### src/rtl/stream_rr_mux.sv
// N-channel registered stream mux: round-robin or fixed-priority grant, packet lock on last.
// Optional STREAM_RR_MUX_STATS_EN adds saturating beat/packet counters (stat_beats, stat_pkts).
module stream_rr_mux #(
  parameter int unsigned  NUM_CH = 4,
  parameter int unsigned  WIDTH  = 4,
  localparam int unsigned SEL_W  = $clog2(NUM_CH)
) (
  input  logic                    clk,
  input  logic                    rst,
  input  logic [NUM_CH*WIDTH-1:0] in_data,
  input  logic [NUM_CH-1:0]       in_valid,
  input  logic [NUM_CH-1:0]       in_last,
  output logic [NUM_CH-1:0]       in_ready,
  input  logic                    mode,
  output logic [WIDTH-1:0]        out_data,
  output logic                    out_last,
  output logic [SEL_W-1:0]        out_sel,
  output logic                    out_valid,
  input  logic                    out_ready
`ifdef STREAM_RR_MUX_STATS_EN
  ,
  output logic [15:0]             stat_beats,
  output logic [15:0]             stat_pkts
`endif
);

  typedef enum logic {IDLE, LOCKED} state_e;

  state_e            state_q, state_d;
  logic [SEL_W-1:0]  ptr_q, ptr_d;
  logic [SEL_W-1:0]  lock_ch_q, lock_ch_d;
  logic              lock_rr_q, lock_rr_d;
  logic [WIDTH-1:0]  out_data_q, out_data_d;
  logic              out_last_q, out_last_d;
  logic [SEL_W-1:0]  out_sel_q, out_sel_d;
  logic              out_valid_q, out_valid_d;

  logic              can_load;
  logic              gnt_vld;
  logic [SEL_W-1:0]  gnt;
  logic [SEL_W-1:0]  idx;
  logic              hs;
  logic              hs_last;
  logic [WIDTH-1:0]  ch_data [NUM_CH];

  for (genvar c = 0; c < NUM_CH; c++) begin : g_split
    assign ch_data[c] = in_data[c*WIDTH +: WIDTH];
  end

  assign can_load = !out_valid_q || out_ready;

  always_comb begin
    gnt     = '0;
    gnt_vld = 1'b0;
    idx     = '0;
    if (state_q == LOCKED) begin
      gnt     = lock_ch_q;
      gnt_vld = in_valid[lock_ch_q];
    end else if (mode) begin
      for (int unsigned i = 0; i < NUM_CH; i++) begin
        idx = SEL_W'(i);
        if (!gnt_vld && in_valid[idx]) begin
          gnt_vld = 1'b1;
          gnt     = idx;
        end
      end
    end else begin
      for (int unsigned i = 0; i < NUM_CH; i++) begin
        idx = SEL_W'((32'(ptr_q) + i) % NUM_CH);
        if (!gnt_vld && in_valid[idx]) begin
          gnt_vld = 1'b1;
          gnt     = idx;
        end
      end
    end
  end

  assign hs      = gnt_vld && can_load && !rst;
  assign hs_last = in_last[gnt];

  always_comb begin
    in_ready = '0;
    if (hs) in_ready[gnt] = 1'b1;
  end

  always_comb begin
    state_d     = state_q;
    ptr_d       = ptr_q;
    lock_ch_d   = lock_ch_q;
    lock_rr_d   = lock_rr_q;
    out_data_d  = out_data_q;
    out_last_d  = out_last_q;
    out_sel_d   = out_sel_q;
    out_valid_d = out_valid_q;
    if (hs) begin
      out_data_d  = ch_data[gnt];
      out_last_d  = hs_last;
      out_sel_d   = gnt;
      out_valid_d = 1'b1;
      if (state_q == IDLE && !hs_last) begin
        state_d   = LOCKED;
        lock_ch_d = gnt;
        lock_rr_d = !mode;
      end else if (state_q == LOCKED && hs_last) begin
        state_d = IDLE;
      end
      // A packet's pointer update follows the mode that granted it, not the mode at its end.
      if (hs_last && ((state_q == IDLE) ? !mode : lock_rr_q))
        ptr_d = (gnt == SEL_W'(NUM_CH - 1)) ? '0 : gnt + 1'b1;
    end else if (out_ready) begin
      out_valid_d = 1'b0;
    end
  end

  always_ff @(posedge clk) begin
    if (rst) begin
      state_q     <= IDLE;
      ptr_q       <= '0;
      lock_ch_q   <= '0;
      lock_rr_q   <= 1'b0;
      out_data_q  <= '0;
      out_last_q  <= 1'b0;
      out_sel_q   <= '0;
      out_valid_q <= 1'b0;
    end else begin
      state_q     <= state_d;
      ptr_q       <= ptr_d;
      lock_ch_q   <= lock_ch_d;
      lock_rr_q   <= lock_rr_d;
      out_data_q  <= out_data_d;
      out_last_q  <= out_last_d;
      out_sel_q   <= out_sel_d;
      out_valid_q <= out_valid_d;
    end
  end

  assign out_data  = out_data_q;
  assign out_last  = out_last_q;
  assign out_sel   = out_sel_q;
  assign out_valid = out_valid_q;

`ifdef STREAM_RR_MUX_STATS_EN
  logic [15:0] beats_q, beats_d;
  logic [15:0] pkts_q, pkts_d;

  always_comb begin
    beats_d = beats_q;
    pkts_d  = pkts_q;
    if (hs && beats_q != '1) beats_d = beats_q + 16'd1;
    if (hs && hs_last && pkts_q != '1) pkts_d = pkts_q + 16'd1;
  end

  always_ff @(posedge clk) begin
    if (rst) begin
      beats_q <= '0;
      pkts_q  <= '0;
    end else begin
      beats_q <= beats_d;
      pkts_q  <= pkts_d;
    end
  end

  assign stat_beats = beats_q;
  assign stat_pkts  = pkts_q;
`endif

endmodule

### config.mk
export PLATFORM = sky130hd
export DESIGN_NAME = stream_rr_mux
export DESIGN_NICKNAME = d
export VERILOG_FILES = /design/src/rtl/stream_rr_mux.sv
export SDC_FILE = /design/constraint.sdc
export NUM_CORES = 1
export LEC_CHECK = 0
export ABC_AREA = 1
export CAP_MARGIN = 20
export CORE_MARGIN = 4
export CORE_UTILIZATION = 49
export DETAILED_ROUTE_END_ITERATION = 8
export GPL_ROUTABILITY_DRIVEN = 0
export PLACE_DENSITY_LB_ADDON = 0.25
export SYNTH_ARGS = -nofsm -noshare
export SYNTH_HDL_FRONTEND = slang
export SYNTH_SLANG_ARGS = --single-unit
### constraint.sdc
create_clock -name clk -period 4 [get_ports clk]
set_input_delay 0.6 -clock clk [delete_from_list [all_inputs] [get_ports clk]]
set_output_delay 0.6 -clock clk [all_outputs]
set_load 0.02 [all_outputs]
After elaboration in Yosys (flattened, before gate mapping) --
Cells that the tools add are included.
Word-level totals: logic and storage cells 106, bits of input ports 28, register bits 14, output and inout bits 12
Cells by class: bitwise logic cells 2, $add $sub $neg 4, reduce and logical (&&, ||, !) cells 28, multiplexer cells 55, equality and inequality tests 1, $lt $le $gt $ge 8
Operator list (count):
- 2-to-1 mux 1 bit | 35
- less-than comparator 2 x 3 -> 1 bit (second input constant) | 6
- 2-to-1 mux 2 bit | 9
- binary-select mux 1 bit (select 2 bit) | 6
- logical AND 1 bit | 12
- 2-to-1 mux 4 bit | 3
- logical NOT 1 bit | 10
- binary-select mux 4 bit (select 2 bit) | 1
- AND reduction 2 bit | 3
- adder 2 x 1 -> 2 bit (second input constant) | 2
- adder 2 bit (second input constant) | 2
- nonzero test 2 bit | 2
- greater-or-equal comparator 3 bit (second input constant) | 1
- NOT 2 -> 3 bit | 1
- demux 1 bit (select 2 bit) | 1
- equality test 2 bit (second input constant) | 1
- greater-or-equal comparator 2 x 1 -> 1 bit (second input constant) | 1
- logical OR 1 bit | 1
- NOT 1 bit | 1

Longest topological paths before layout --
Gate-level depths: netlist of run 1.
depth after elaboration 26, depth in mapped cells 20

Worst setup path after synthesis of run 1 --
OpenSTA, ideal clock, no wires.
path kind input to output, start point input port in_valid[2], end point output port in_ready[3], stages on the path 15, arrival time 1.943 ns, setup slack 1.457 ns, required time 3.400 ns, cell sequence inv_1 -> nand2_1 -> nand2_1 -> nand2_1 -> nand2_1 -> nand2_1 -> nand2_1 -> nand2_1 -> nand3_2 -> nand3_4 -> inv_4 -> buf_6 -> ha_1 -> inv_1 -> nor2_1
On the way: cells in the longest elaborated chain, start to end 25, elaborated cells on any way between the ends 51, those cells by class order compare: 2; mux: 37; reduce/logical: 12
RTL lines:
- start, declared | RTL line 11 | input logic [NUM_CH-1:0] in_valid,
- binary-select mux 1 bit (select 2 bit) | RTL line 70 | if (!gnt_vld && in_valid[idx]) begin
- 2-to-1 mux 1 bit (implied by the code) | RTL line 70
- 2-to-1 mux 1 bit | RTL line 70
- 2-to-1 mux 1 bit | RTL line 59 | end else if (mode) begin
- 2-to-1 mux 1 bit | RTL line 56 | if (state_q == LOCKED) begin
- logical NOT 1 bit | RTL line 70
- logical AND 1 bit | RTL line 70
- 2-to-1 mux 1 bit | RTL line 70
- (+10 left out)
- 2-to-1 mux 2 bit * | RTL line 59
- 2-to-1 mux 2 bit * | RTL line 56
- net gnt[0] | RTL line 40 | logic [SEL_W-1:0] gnt;
- less-than comparator 2 x 3 -> 1 bit (implied by the code) or greater-or-equal comparator 2 x 1 -> 1 bit (tied branches) | RTL line 83 | if (hs) in_ready[gnt] = 1'b1;
- logical AND 1 bit (implied by the code) | RTL line 83
- 2-to-1 mux 1 bit (implied by the code) | RTL line 83
- demux 1 bit (select 2 bit) * | RTL line 83
- 2-to-1 mux 4 bit * | RTL line 83
- end, declared | RTL line 13 | output logic [NUM_CH-1:0] in_ready,
The timed path passes the listed nets; every way through them passes the cells marked *. The select of a mux whose other input is x is not followed.

Final worst setup path of run 1 --
start point input port in_valid[0], end point output port in_ready[1]
On the way: cells in the longest elaborated chain, start to end 25, elaborated cells on any way between the ends 61, those cells by class order compare: 2; mux: 44; reduce/logical: 15
RTL lines (RTL line):
- binary-select mux 1 bit (select 2 bit) | 70
- 2-to-1 mux 1 bit (implied by the code) | 70
- 2-to-1 mux 1 bit | 70
- 2-to-1 mux 1 bit | 59
- 2-to-1 mux 1 bit | 56
- logical NOT 1 bit | 70
- logical AND 1 bit | 70
- 2-to-1 mux 1 bit | 70
- (+9 left out)
- 2-to-1 mux 2 bit | 70
- 2-to-1 mux 2 bit | 59
- 2-to-1 mux 2 bit | 56
- less-than comparator 2 x 3 -> 1 bit (implied by the code) or greater-or-equal comparator 2 x 1 -> 1 bit (tied branches) | 83
- logical AND 1 bit (implied by the code) | 83
- 2-to-1 mux 1 bit (implied by the code) | 83
- demux 1 bit (select 2 bit) | 83
- 2-to-1 mux 4 bit * | 83
Every way passes the cells marked *; elsewhere a longest branch is shown, timed or not. The select of a mux whose other input is x is not followed.

==> impl_results.md, run 1 <==
- Total Die Area: 0.00326 sq mm
- WHS: 462 ps
- Final setup fails: 0
- Gate power share: 55.5%
- Final ANT Viol Nets: 0
- Final min period: 3700 ps
- Finished Cell Area: 0.00162 sq mm
- Post-Syn Nets: 235
- CTS tree: done
- Peak VDD IR: 0.403 mV
- Tightest Hold Check Type: reg2reg
- Global-route wire length before repair: 5.09 mm
- Max-cap viol count: 0
- Largest net degree at the start of global routing: 16
- Root buffer cell: clkbuf_4
- Fin crit share: between 90% and 100%
- Worst Path Required: between 3000 and 4000 ps
- Setup TNS: 0 ps
- Rel. slew slack: 67.9%
- Seq cells post-synth: 14
- Final hold vios: 0
- Outcome: completed
- Vias in the first global route: 1,315
- Critical path class: in2out
- Post-Syn Area per Cell: slightly below 6 sq um
- Maximum clock path buffer count: 2
- Synth area leader: dfxtp_1
- Lkg Pwr: 0.773 nW
- Unrepaired setup endpoints after global routing: false
- Commonest cells in the netlist: 66 x nand2_1, 28 x inv_1, 19 x nor2_1
- Top-count cell post-synth: nand2_1
- Slew @ Worst Pin: around 480 ps
- Power Internal: 376 uW
- FP Rows: 17
- Total net switching power: 285 uW
- CP endpoint kind: output pin
- Post-synthesis sequential area ratio: 23.7%
- Gr ovfl total: 0
- Clock skew: 1.61 ps
- Hold Buf Count CTS: 0
- Synth Instances: 202
- Sw Share: 43.1%
- Total CTS buffers: 3
- Post-DP Area: around 0.0016 sq mm
- PD cells: about 400 mW/mm^2
- Starting Density: 52.4%
- Drt first pass iters: 4
- Die width: 57.1 um
- Hpwl dp: 2.37 mm
- Fmax: 270 MHz
- Post-CTS Setup Bufs: 0
- Final wirelength: between 2 and 3 mm
- DR vias: 1,376
- Layout cells sized above 1: 7.47%
- Clock power frac: 15.5%
- IO buf count: 39
- Fin. max-slew vios: 0
- Gr usage total: 19.1%
- Post-synth EDFFs: 0
- Type of origin of the critical path: primary input
- WP data arrival: slightly above 3000 ps
- Clk slew on worst S/H paths: 80 ps
- Ranking of synthesized cells by area: dfxtp_1 24%, nand2_1 21%, inv_1 8.9%, nor2_1 6.0%, nand3_1 5.9%
- Layout net count: roughly 280
- Ant diodes: 0
- Synth Flop Type: dfxtp_1
- Via-to-Cell Ratio: 5.12
- TritonCTS Sinks: 14
- Core region area: 0.00225 sq mm
- Share of the synthesized area in the top cell type: 23.7%
- Antenna violations before repair: 0
- Die extent in y: between 50 and 60 um
- Later-pin clock latency in the skew report: 280 ps
- Ys Warns: 0
- Area of the mapped netlist: 0.00118 sq mm
- Core Util, Final: 71.6%
- Number of H-tree levels: 1
- Worst-path fanout max: 15
- Wire length per cell: roughly 11 um
- Layout area overhead: 36.8%
- DR iter-0 viols: 42
- Post-CTS sizing: 0
- DRC Markers: 0
- Ports: 40
- Number of library cell types mapped by synthesis: 25
- Seq pwr share: 29.0%
- FFs w/ async S/R, synth: 0%
==> power by group through the flow <==
stage	Combinational, mW	Clock (mW)	Sequential, mW
after floorplan	0.228	0	0.213
after global placement	0.364	0	0.194
after detailed placement	0.367	0	0.194
after CTS	0.369	0.104	0.192
after global routing	0.412	0.114	0.196
final	0.367	0.102	0.191
==> area by class of cell <==
class | count | area [sq um]
flip-flops and latches | 14 | 280
inverters | 32 | 123
clock buffers | 4 | 36.3
multi-input cells | 150 | 736
repair buffers | 41 | 405
fillers | 205 | 639
well taps | 28 | 35.0
==> registers in the layout (all words and copies together), names as in the netlist <==
signal,cells
out_valid,1
lock_ch_q,2
out_last,1
state_q,1
lock_rr_q,1
out_data,4
out_sel,2
ptr_q,2
==> cell usage in the layout, fill, tap and decap left out <==
cell	count
inv_4	1
inv_2	2
clkdlybuf4s50_1	39
clkbuf_4	3
nor2_1	19
nand3_4	1
ha_1	5
nand2_2	4
buf_4	2
o21bai_1	1
o211ai_1	1
nor3_1	1
nand2_1	66
o21ai_0	13
nand4_1	6
nand3_1	14
dfxtp_1	14
clkinv_1	1
o21ai_1	4
inv_1	28
clkbuf_8	1
nand3_2	3
a21oi_1	8
o22ai_1	3
nor3_2	1
==> critical path, stage by stage <==
cell and delay [ps]:
clkdlybuf4s50_1 590, inv_1 120, nand2_1 80, nand2_1 70, nand2_1 110, nor2_1 50
nand3_1 60, nand2_1 70, nand2_2 100, nand3_4 150, inv_4 170, ha_1 170
inv_1 40, nor2_1 100, clkdlybuf4s50_1 630
==> per-layer routing <==
metal / vias up / GRT usage, % / share of wire, %
met4: 0 / 6.95 / 2.4
met5: - / 0 / 0
met1: 598 / 22.1 / 44
met2: 54 / 33.3 / 47
li1: 716 / - / -
met3: 8 / 5.66 / 7.0
==> logic make-up after synthesis <==
logic type,Yosys count,synth area share [%]
compound gates,30,13.5
fa+ha+maj,5,5.30
buf+inv,38,14.0
flops,14,23.7
simple gates,115,43.5
==> final timing paths <==
| kind | depth (start not counted) | startpoint | end | slack (ps) |
|---|---|---|---|---|
| max | 15 | in_valid[0] | in_ready[1] | 300 |
| min | 2 | lock_rr_q | lock_rr_q | 460 |
| max reg2reg | 18 | ptr_q[0] | state_q | 1400 |
| min reg2reg | 2 | lock_rr_q | lock_rr_q | 460 |
==> metrics by stage <==
step | cells | setup slack [ps] | total power, mW
floorplan | 202 | 1460 | 0.441
global placement | 265 | 348 | 0.558
detailed placement | 265 | 332 | 0.561
CTS | 269 | 310 | 0.665
global route | 269 | 71.6 | 0.721
finish | 269 | 300 | 0.661
Power figures use the tool's default switching activity.
==> run 2, diff against run 1 <==
Settings changed: CELL_PAD_IN_SITES_DETAIL_PLACEMENT set to 1, CELL_PAD_IN_SITES_GLOBAL_PLACEMENT set to 1, CORE_UTILIZATION 49 to 32, GPL_TIMING_DRIVEN set to 0, TNS_END_PERCENT set to 5.
==> run 2 against run 1 <==
First-iteration DRC count grew 7.1%. Clock power grew 37%. Worst hold slack gained 1.7 ps. Cell count grew 8.2%. Combinational power grew 5.7%. Via count grew 0.29%. Register-to-register slack gained 210 ps. Global-route usage shrank 2.8 points. Non-clock buffer count grew 4. Clock-buffer cell count is the same. Maximum frequency grew 3.3%. Worst setup slack gained 120 ps. Critical path type unchanged. Largest cell class unchanged. Largest power group unchanged.
==> impl_results.md, run 2 (synthesis results as in run 1) <==
- Outcome: completed (unchanged)
- CTS tree: done (unchanged)
- Vias in the first global route: 1,307 (was 1,315)
- Final ANT Viol Nets: 0 (unchanged)
- Hold path cells: 2 (unchanged)
- Slew @ Worst Pin: 480 ps (about the same)
- Max-cap viol count: 0 (unchanged)
- Total Die Area: 0.00473 sq mm (was 0.00326 sq mm)
- Tightest Hold Check Type: reg2reg (unchanged)
- Seq pwr share: 26.4% (was 29.0%)
- Wire length per cell: 12.5 um (was 11.0 um)
- Starting Density: 34.3% (was 52.4%)
- Final min period: 3580 ps (was 3700 ps)
- Layout net count: 279 (was 275)
- Final hold vios: 0 (unchanged)
- Number of H-tree levels: 1 (unchanged)
- DR vias: 1,380 (was 1,376)
- Die width: 68.8 um (was 57.1 um)
- FP Rows: 21 (was 17)
- Ant diodes: 0 (unchanged)
- Sw Share: 42.1% (was 43.1%)
- Non-filler cells, final: 291 (was 269)
- Reg2reg path depth: 19 (was 18)
- Max FFs per register: 4 (unchanged)
- Post-DP Area: 0.00163 sq mm (was 0.00158 sq mm)
- Commonest non-fill, non-tap cells in the layout: 66 x nand2_1, 37 x clkdlybuf4s50_1, 28 x inv_1, 19 x nor2_1 (was 66 x nand2_1, 39 x clkdlybuf4s50_1, 28 x inv_1, 19 x nor2_1)
- Total CTS buffers: 3 (unchanged)
- Hpwl dp: 3.02 mm (was 2.37 mm)
- Placed Cells: 287 (was 265)
- Slowest CP cell: clkdlybuf4s50_1 (unchanged)
- Antenna violations before repair: 0 (unchanged)
- Largest net degree at the start of global routing: 12 (was 16)
- DRC Markers: 0 (unchanged)
- TritonCTS Sinks: 14 (unchanged)
- Drt first pass iters: 4 (unchanged)
- Core region area: 0.00344 sq mm (was 0.00225 sq mm)
- Later-pin clock latency in the skew report: 250 ps (was 280 ps)
- Clk slew on worst S/H paths: 60 ps (was 80 ps)
- Die extent in y: 68.8 um (was 57.1 um)
- DR iter-0 viols: 45 (was 42)
- Setup TNS: 0 ps (unchanged)
- Global-route wire length before repair: 5.90 mm (was 5.09 mm)
- Rel. slew slack: 68.0% (was 67.9%)
- PD cells: 424 mW/mm^2 (was 409 mW/mm^2)
- Clock power frac: 19.5% (was 15.5%)
- IO buf count: 39 (unchanged)
- Via-to-Cell Ratio: 4.74 (was 5.12)
- Gr ovfl total: 0 (unchanged)
- WP data arrival: 2980 ps (was 3100 ps)
- Commonest non-fill, non-tap cell in the layout: nand2_1 (unchanged)
- Fmax: 279 MHz (was 270 MHz)
- Unrepaired setup endpoints after global routing: false (unchanged)
- Final setup fails: 0 (unchanged)
- Type of origin of the critical path: primary input (unchanged)
- Core Util, Final: 49.1% (was 71.6%)
- Ports: 40 (unchanged)
- Fin. max-slew vios: 0 (unchanged)
- Finished Cell Area: 0.00169 sq mm (was 0.00162 sq mm)
- Peak VDD IR: 0.251 mV (was 0.403 mV)
- Gr usage total: 16.3% (was 19.1%)
- Final wirelength: 3.65 mm (was 2.97 mm)
- Worst-path fanout max: 10 (was 15)
- CP cell instances: clkdlybuf4s50_1, inv_1, o21ai_0, o21ai_0, nand2_1, nand4_1, clkbuf_1, nor2_1, clkdlybuf4s50_1 (was clkdlybuf4s50_1, inv_1, nand2_1, nand2_1, nand2_1, nor2_1, nand3_1, nand2_1, nand2_2, nand3_4, inv_4, ha_1, inv_1, nor2_1, clkdlybuf4s50_1)
- Critical path class: in2out (unchanged)
- Layout area overhead: 43.0% (was 36.8%)
- Worst Path Required: 3400 ps (about the same)
- Layout cells sized above 1: 8.16% (was 7.47%)
- Total net switching power: 302 uW (was 285 uW)
- Register area: 280 sq um (unchanged)
- Slowest stage delay, CP: 620 ps (was 630 ps)
- Power Internal: 415 uW (was 376 uW)
- Post-CTS Setup Bufs: 0 (unchanged)
- Maximum clock path buffer count: 2 (unchanged)
- CP endpoint kind: output pin (unchanged)
- Clock skew: 1.57 ps (was 1.61 ps)
- Gate power share: 54.1% (was 55.5%)
- Area occupied by multi-input gates: 736 sq um (unchanged)
- Fin crit share: 89.5% (was 92.5%)
- Number of fill cells: 464 (was 205)
- Root buffer cell: clkbuf_8 (was clkbuf_4)
- Lkg Pwr: 0.830 nW (was 0.773 nW)
==> run 2: worst max-delay path: cells and delay by family <==
family	cells	cell delay [ps]
AO/OA/AOI/OAI	2	260
buffers and inverters	4	1640
AND/OR/NAND/NOR	3	470
==> run 2: path summary, 6_finish.rpt <==
kind | start | end | slack, ps
setup reg to reg | ptr_q[0] | state_q | 1610
setup / recovery | in_valid[1] | in_ready[2] | 420
hold reg to reg | lock_rr_q | lock_rr_q | 460
hold / removal | lock_rr_q | lock_rr_q | 460
==> run 2: power by group through the flow <==
stage	registers (mW)	logic, mW	clock network [mW]
after floorplan	0.213	0.228	0
after global placement	0.191	0.382	0
after detailed placement	0.192	0.391	0
after CTS	0.189	0.394	0.146
after global routing	0.192	0.431	0.151
final	0.189	0.388	0.140
==> run 2: cell type report <==
cell class | count | area share [%]
clock buffers | 4 | 3.26
flip-flops and latches | 14 | 16.6
repair buffers | 39 | 23.4
multi-input cells | 150 | 43.6
plain buffers | 6 | 2.52
inverters | 32 | 7.26
well taps | 46 | 3.41
==> run 2: metrics by stage <==
stage	power, mW	setup slack, ps	hold slack [ps]
final	0.717	419	464
after global routing	0.775	241	497
after CTS	0.728	206	474
after detailed placement	0.582	221	465
after global placement	0.573	245	449
after floorplan	0.441	1460	429
==> run 2: what timing repair did <==
action | in CTS | in global routing
hold buffers | 0 | 0
endpoints found under the setup margin | 0 | 2
resized for setup | 0 | 2
==> run 2: layer usage <==
| metal | part of all wire [%] | up-vias | GRT usage, % |
|---|---|---|---|
| li1 | - | 731 | - |
| met1 | 51 | 624 | 22.2 |
| met3 | 2.5 | 5 | 1.62 |
| met4 | 1.3 | 0 | 5.11 |
| met2 | 45 | 20 | 27.1 |
| met5 | 0 | - | 0 |
